File: config.mk
export PLATFORM = sky130hd
export DESIGN_NAME = mul8s_acc_stage
export DESIGN_NICKNAME = d
export VERILOG_FILES = /design/src/rtl/mul8s_acc_stage.sv
export SDC_FILE = /design/constraint.sdc
export NUM_CORES = 1
export LEC_CHECK = 0
export BUFFER_PORTS_ARGS = -buffer_cell sky130_fd_sc_hd__buf_2
export CAP_MARGIN = 10
export CORE_ASPECT_RATIO = 0.9
export CORE_MARGIN = 5
export CORE_UTILIZATION = 48
export CTS_CLUSTER_SIZE = 10
export DETAILED_ROUTE_END_ITERATION = 10
export PLACE_DENSITY_LB_ADDON = 0.08
export SETUP_SLACK_MARGIN = 0.02
export SLEW_MARGIN = 20
export SYNTH_ARGS = -nofsm -noshare
export SYNTH_HDL_FRONTEND = slang
export SYNTH_SLANG_ARGS = --single-unit
File: constraint.sdc
create_clock -name clk -period 3.8 [get_ports clk]
set_clock_uncertainty 0.2 [all_clocks]
set_input_delay 0.76 -clock clk [delete_from_list [all_inputs] [get_ports clk]]
set_output_delay 0.76 -clock clk [all_outputs]
set_load 0.01 [all_outputs]
File: src/rtl/mul8s_acc_stage.sv
// ============================================================================
// Module   : mul8s_acc_stage
// Brief    : Frame accumulator for signed 16-bit multiplier products, with a
//            valid/ready result port, sticky overflow and truncation flags.
//            Optional macro MUL8S_ACC_SAT_EN selects saturating accumulation.
// Revision : 1.0  initial release
// ============================================================================
`default_nettype none

module mul8s_acc_stage #(
   parameter int ACC_W   = 24,
   parameter int MAX_LEN = 256,
   parameter int CNT_W   = 9
) (
   input  logic             clk,
   input  logic             rst,
   input  logic             in_valid,
   output logic             in_ready,
   input  logic [15:0]      in_prod,
   input  logic             in_last,
   output logic             out_valid,
   input  logic             out_ready,
   output logic [ACC_W-1:0] out_acc,
   output logic [CNT_W-1:0] out_cnt,
   output logic             out_ovf,
   output logic             out_trunc
);

   localparam logic [0:0]       c_ST_ACCUM = 1'b0;
   localparam logic [0:0]       c_ST_HOLD  = 1'b1;
   localparam logic [CNT_W-1:0] c_MAX_CNT  = CNT_W'(MAX_LEN);
`ifdef MUL8S_ACC_SAT_EN
   localparam logic [ACC_W-1:0] c_POS_SAT  = {1'b0, {(ACC_W-1){1'b1}}};
   localparam logic [ACC_W-1:0] c_NEG_SAT  = {1'b1, {(ACC_W-1){1'b0}}};
`endif

   logic [0:0]       state_q,     state_d;
   logic [ACC_W-1:0] acc_q,       acc_d;
   logic [CNT_W-1:0] cnt_q,       cnt_d;
   logic             ovf_q,       ovf_d;
   logic [ACC_W-1:0] out_acc_q,   out_acc_d;
   logic [CNT_W-1:0] out_cnt_q,   out_cnt_d;
   logic             out_ovf_q,   out_ovf_d;
   logic             out_trunc_q, out_trunc_d;

   logic [ACC_W-1:0] w_prod_ext;
   logic [ACC_W-1:0] w_sum;
   logic [ACC_W-1:0] w_acc_next;
   logic [CNT_W-1:0] w_cnt_next;
   logic             w_accept;
   logic             w_ovf_now;
   logic             w_ovf_next;
   logic             w_close;

   generate
      if (ACC_W > 16) begin : g_ext_wide
         assign w_prod_ext = {{(ACC_W-16){in_prod[15]}}, in_prod};
      end else begin : g_ext_exact
         assign w_prod_ext = in_prod;
      end
   endgenerate

   always_comb begin
      w_accept   = in_valid & (state_q == c_ST_ACCUM);
      w_sum      = acc_q + w_prod_ext;
      // Same-sign operands producing a result of the other sign
      w_ovf_now  = (acc_q[ACC_W-1] == w_prod_ext[ACC_W-1]) &&
                   (w_sum[ACC_W-1] != acc_q[ACC_W-1]);
      w_acc_next = w_sum;
`ifdef MUL8S_ACC_SAT_EN
      if (w_ovf_now) begin
         w_acc_next = acc_q[ACC_W-1] ? c_NEG_SAT : c_POS_SAT;
      end
`endif
      w_cnt_next = cnt_q + CNT_W'(1);
      w_ovf_next = ovf_q | w_ovf_now;
      w_close    = w_accept & (in_last | (w_cnt_next == c_MAX_CNT));
   end

   always_comb begin
      state_d     = state_q;
      acc_d       = acc_q;
      cnt_d       = cnt_q;
      ovf_d       = ovf_q;
      out_acc_d   = out_acc_q;
      out_cnt_d   = out_cnt_q;
      out_ovf_d   = out_ovf_q;
      out_trunc_d = out_trunc_q;

      if (state_q == c_ST_ACCUM) begin
         if (w_close) begin
            out_acc_d   = w_acc_next;
            out_cnt_d   = w_cnt_next;
            out_ovf_d   = w_ovf_next;
            out_trunc_d = ~in_last;
            acc_d       = '0;
            cnt_d       = '0;
            ovf_d       = 1'b0;
            state_d     = c_ST_HOLD;
         end else if (w_accept) begin
            acc_d = w_acc_next;
            cnt_d = w_cnt_next;
            ovf_d = w_ovf_next;
         end
      end else begin
         if (out_ready) begin
            state_d = c_ST_ACCUM;
         end
      end
   end

   always_ff @(posedge clk) begin
      if (rst) begin
         state_q     <= c_ST_ACCUM;
         acc_q       <= '0;
         cnt_q       <= '0;
         ovf_q       <= 1'b0;
         out_acc_q   <= '0;
         out_cnt_q   <= '0;
         out_ovf_q   <= 1'b0;
         out_trunc_q <= 1'b0;
      end else begin
         state_q     <= state_d;
         acc_q       <= acc_d;
         cnt_q       <= cnt_d;
         ovf_q       <= ovf_d;
         out_acc_q   <= out_acc_d;
         out_cnt_q   <= out_cnt_d;
         out_ovf_q   <= out_ovf_d;
         out_trunc_q <= out_trunc_d;
      end
   end

   assign in_ready  = (state_q == c_ST_ACCUM);
   assign out_valid = (state_q == c_ST_HOLD);
   assign out_acc   = out_acc_q;
   assign out_cnt   = out_cnt_q;
   assign out_ovf   = out_ovf_q;
   assign out_trunc = out_trunc_q;

endmodule

`default_nettype wire

After elaboration in Yosys (flattened, before gate mapping) --
Index checks and enable logic that the tools add are counted. Widths: inputs -> output; s select.
Word-level totals: register bits after elaboration 70, output and inout bits 37, word-level logic and storage cells 32
Cells by class: add/subtract/negate cells 2, eq/ne operators 3, mux-type cells 9, bitwise operators 6, reductions and logical operators 4
Operators by type and width (number):
- $mux 24 | 2
- $add 24x24->24 | 1
- $mux 9 | 2
- $add 9x1->9 const B | 1
- $eq 9x9->1 const B | 1
- $mux 1 | 5
- $reduce_and 2->1 | 2
- $and 1x1->1 | 2
- $not 1->1 | 2
- $or 1x1->1 | 2
- $reduce_bool 2->1 | 1
- $eq 1x1->1 | 1
- $logic_and 1x1->1 | 1
- $ne 1x1->1 | 1

Depth between registers and ports, before layout --
depth after elaboration 6, gate-level depth with buffers 11, depth with buffers taken out 10

Worst setup path after synthesis --
Ideal clock, no wire load.
kind input-to-reg, from input in_prod[0], to register acc_q[22], setup time 0.117 ns, arrival time 2.783 ns, required time 3.483 ns, slack 0.700 ns, cell stages on the path 10, cell sequence ha_1 > fa_1 > a211o_1 > a21oi_1 > o221ai_1 > o221ai_1 > o2bb2ai_1 > o21a_1 > xnor2_1 > a22o_1
On the way: longest elaborated chain between the ends 3
RTL lines:
- start: declaration | line 19 | input logic [15:0] in_prod,
- $add 24x24->24 | line 65 | w_sum = acc_q + w_prod_ext;
- $mux 24 | line 100 | end else if (w_accept) begin
- $mux 24 | line 91 | if (w_close) begin
- end signal: assignment | line 115 | acc_q <= '0;
- end signal: assignment | line 124 | acc_q <= acc_d;
- end: declaration | line 38 | logic [ACC_W-1:0] acc_q, acc_d;
No other way between the ends. The select of a mux whose other input is x is not followed. A chain may end at the register's enable or synchronous reset.

Worst setup path after layout --
Ends and elaborated chain as after synthesis.

==> out/metrics.csv <==
metric;value;unit
status;finished clean;
vdd_drop_max;0.248;mV
maxCapViolCount;0;
drt_wl_total;8810;um
ant_nets;0;
power_frac_comb;0.188;
portBuffers;57;
timing.hold.ws;0.251;ns
clk_path_buf_depth;2;
synth_area;3770;um^2
stdcell_count;570;
power;1.64;mW
fin_nets;516;
tns;0;ns
syn_to_final_growth;13.4;%
ys_types;59;
io_pins;58;
drv_slew;0;
grt-ovfl-total;0;
synthFlopType;dfxtp_1;
fmax;320;MHz
hp-class;flop to flop;
synth_edf_count;0;
min_period;3.13;ns
vias;3154;
cts_sinks;70;
cp_slowest_cell;fa_1;
tightestPinTransition;0.986;ns
crit_path_start_kind;primary input;
grt_max_degree;50;
p_int;1.15;mW
die_h;94.1;um
die_x;103;um
seqPwrFrac;0.481;
fin_area;4280;um^2
insertion_delay;0.34;ns
grt_pass1_vias;2868;
async_reset_ff_frac;0;
worstPathMaxFanout;3;
start_util;0.497;
post-route-period-util;0.823;
cts_tree;done;
antenna_found_initial;0;
cp_slowest_stage_delay;0.43;ns
final_cell_mix;70 x dfxtp_1, 57 x buf_2, 55 x nor2_1;
routedWlPerCell;15.5;um
yosysSeqAreaShare;0.372;
clkPwrFrac;0.330;
numCtsBuffers;9;
power_density;383;nW/um^2
drive_above_1_share;0.190;
switchingPower;0.488;mW
hold_viol_final;0;
syn_nets;466;
dp_cells;554;
layout_commonest_cell;dfxtp_1;
slew_headroom;0.343;
synth.avg_cell_area;9.00;um^2
setup-violations-final;0;
path_cells;buf_2 -> ha_1 -> fa_1 -> a211o_1 -> a21oi_1 -> o221ai_1 -> o221ai_1 -> o2bb2ai_1 -> o21a_1 -> xnor2_1 -> a22o_1;
grt_pass1_wl;14100;um
first_pass_iters;4;
diodes;0;
end_kind;flop;
drc;0;
h-tree-depth;3;
avgViaCountPerCell;5.53;
cts_setup_buffers;0;
cts_hold_buffers;0;
synth-seq-cells;70;
place_hpwl;6210;um
grt_use_total;0.184;
core_area;7580;um^2
crit_arrival;3.16;ns
gp_congestion;0.850;
rsz0062_at_grt;false;
path_class;primary input to flop;
dieArea;9730;um^2
crit_top_cell;o221ai_1;
worstPathRequired;3.83;ns
power_leakage;1.97;nW
synthCells;419;
row_count;30;
dpl_cell_area;4100;um^2
swShare;0.298;
ctsRootBufferMaster;clkbuf_8;
drt_iter0_markers;111;
yosys_warnings;0;
postCtsResizedCells;0;
clk_pin_slew_worst_paths;0.08;ns
## power by group through the flow
stage,Clock [mW],Sequential (mW),Combinational [mW]
4_1_cts,0.563,0.789,0.310
3_5_place_dp,0,0.805,0.307
2_1_floorplan,0,0.813,0.214
3_3_place_gp,0,0.805,0.304
6_report,0.541,0.788,0.308
5_1_grt,0.599,0.792,0.344
## final timing paths
check	from	end	slack (ns)	cells past startpoint
max	in_prod[0]	acc_q[22]$_SDFFE_PP0P_	0.67	11
min	out_cnt[5]$_SDFFE_PP0P_	out_cnt[5]$_SDFFE_PP0P_	0.25	2
max reg2reg	cnt_q[0]$_SDFFE_PP0P_	acc_q[9]$_SDFFE_PP0P_	0.71	8
min reg2reg	out_cnt[5]$_SDFFE_PP0P_	out_cnt[5]$_SDFFE_PP0P_	0.25	2
## through the flow
stage	util	setup WS, ns
global route	0.564	0.518
floorplan	-	0.700
detailed placement	0.541	0.327
finish	0.564	0.671
global placement	0.540	0.389
CTS	0.564	0.677
## worst max-delay path: cells and delay by family
kind	cells	cell delay [ns]
AOI/OAI and AO/OA	7	1.59
buffers and inverters	1	0.10
xor gates and xnor gates	1	0.07
adders and majority gates	2	0.64
## cell type report
type | count | area (um^2)
clock buffers | 11 | 141
clock inverters | 5 | 35.0
fillers | 736 | 3310
inverters | 9 | 33.8
multi-input cells | 318 | 2230
flip-flops and latches | 70 | 1400
well taps | 96 | 120
repair buffers | 61 | 315
## cells in the mapped netlist (all sizes together), types with 2 or more instances
| master | count | area (um^2) |
|---|---|---|
| xor2 | 9 | 78.8 |
| xnor2 | 21 | 191 |
| nor2b | 4 | 25.0 |
| a31oi | 8 | 56.3 |
| or3 | 2 | 12.5 |
| a21o | 8 | 60.1 |
| mux2i | 12 | 120 |
| inv | 9 | 33.8 |
| ha | 25 | 313 |
| dfxtp | 70 | 1400 |
| nand2 | 25 | 93.8 |
| a211o | 2 | 17.5 |
| nand3b | 2 | 15.0 |
| o21ai | 15 | 75.1 |
| o221ai | 2 | 17.5 |
| a221oi | 2 | 23.8 |
| a21oi | 37 | 200 |
| a22o | 25 | 219 |
| and3 | 5 | 31.3 |
| and2 | 3 | 21.3 |
| nand4b | 2 | 17.5 |
| nand2b | 4 | 27.5 |
| clkbuf | 9 | 33.8 |
| o21a | 2 | 15.0 |
| nor3 | 5 | 30.0 |
| a22oi | 16 | 120 |
| nand3 | 8 | 45.0 |
| a211oi | 4 | 35.0 |
| buf | 13 | 80.1 |
| o31ai | 2 | 15.0 |
| nor2 | 56 | 218 |
## state kept, by name, summed over array words and instances (netlist names)
register / flops
ovf_q: 1
out_valid: 1
out_ovf: 1
acc_q: 24
out_acc: 24
out_trunc: 1
out_cnt: 9
cnt_q: 9
## metal layers
metal	routed length [um]	GRT usage	vias up	part of all wire
met5	0	0	-	0
met4	59	0.0421	0	0.0067
met3	552	0.0564	7	0.063
met2	3830	0.275	72	0.43
met1	4370	0.259	1455	0.50
li1	-	-	1620	-
## cells by family after synthesis
kind of cell | count (synthesis) | share of synthesized area
flops | 70 | 0.372
mux | 12 | 0.0319
buf+inv | 31 | 0.0392
xor+xnor | 30 | 0.0717
fa+ha+maj | 26 | 0.0883
compound gates | 129 | 0.242
simple gates | 121 | 0.156
No activity file was read; power rests on OpenSTA's default activity.
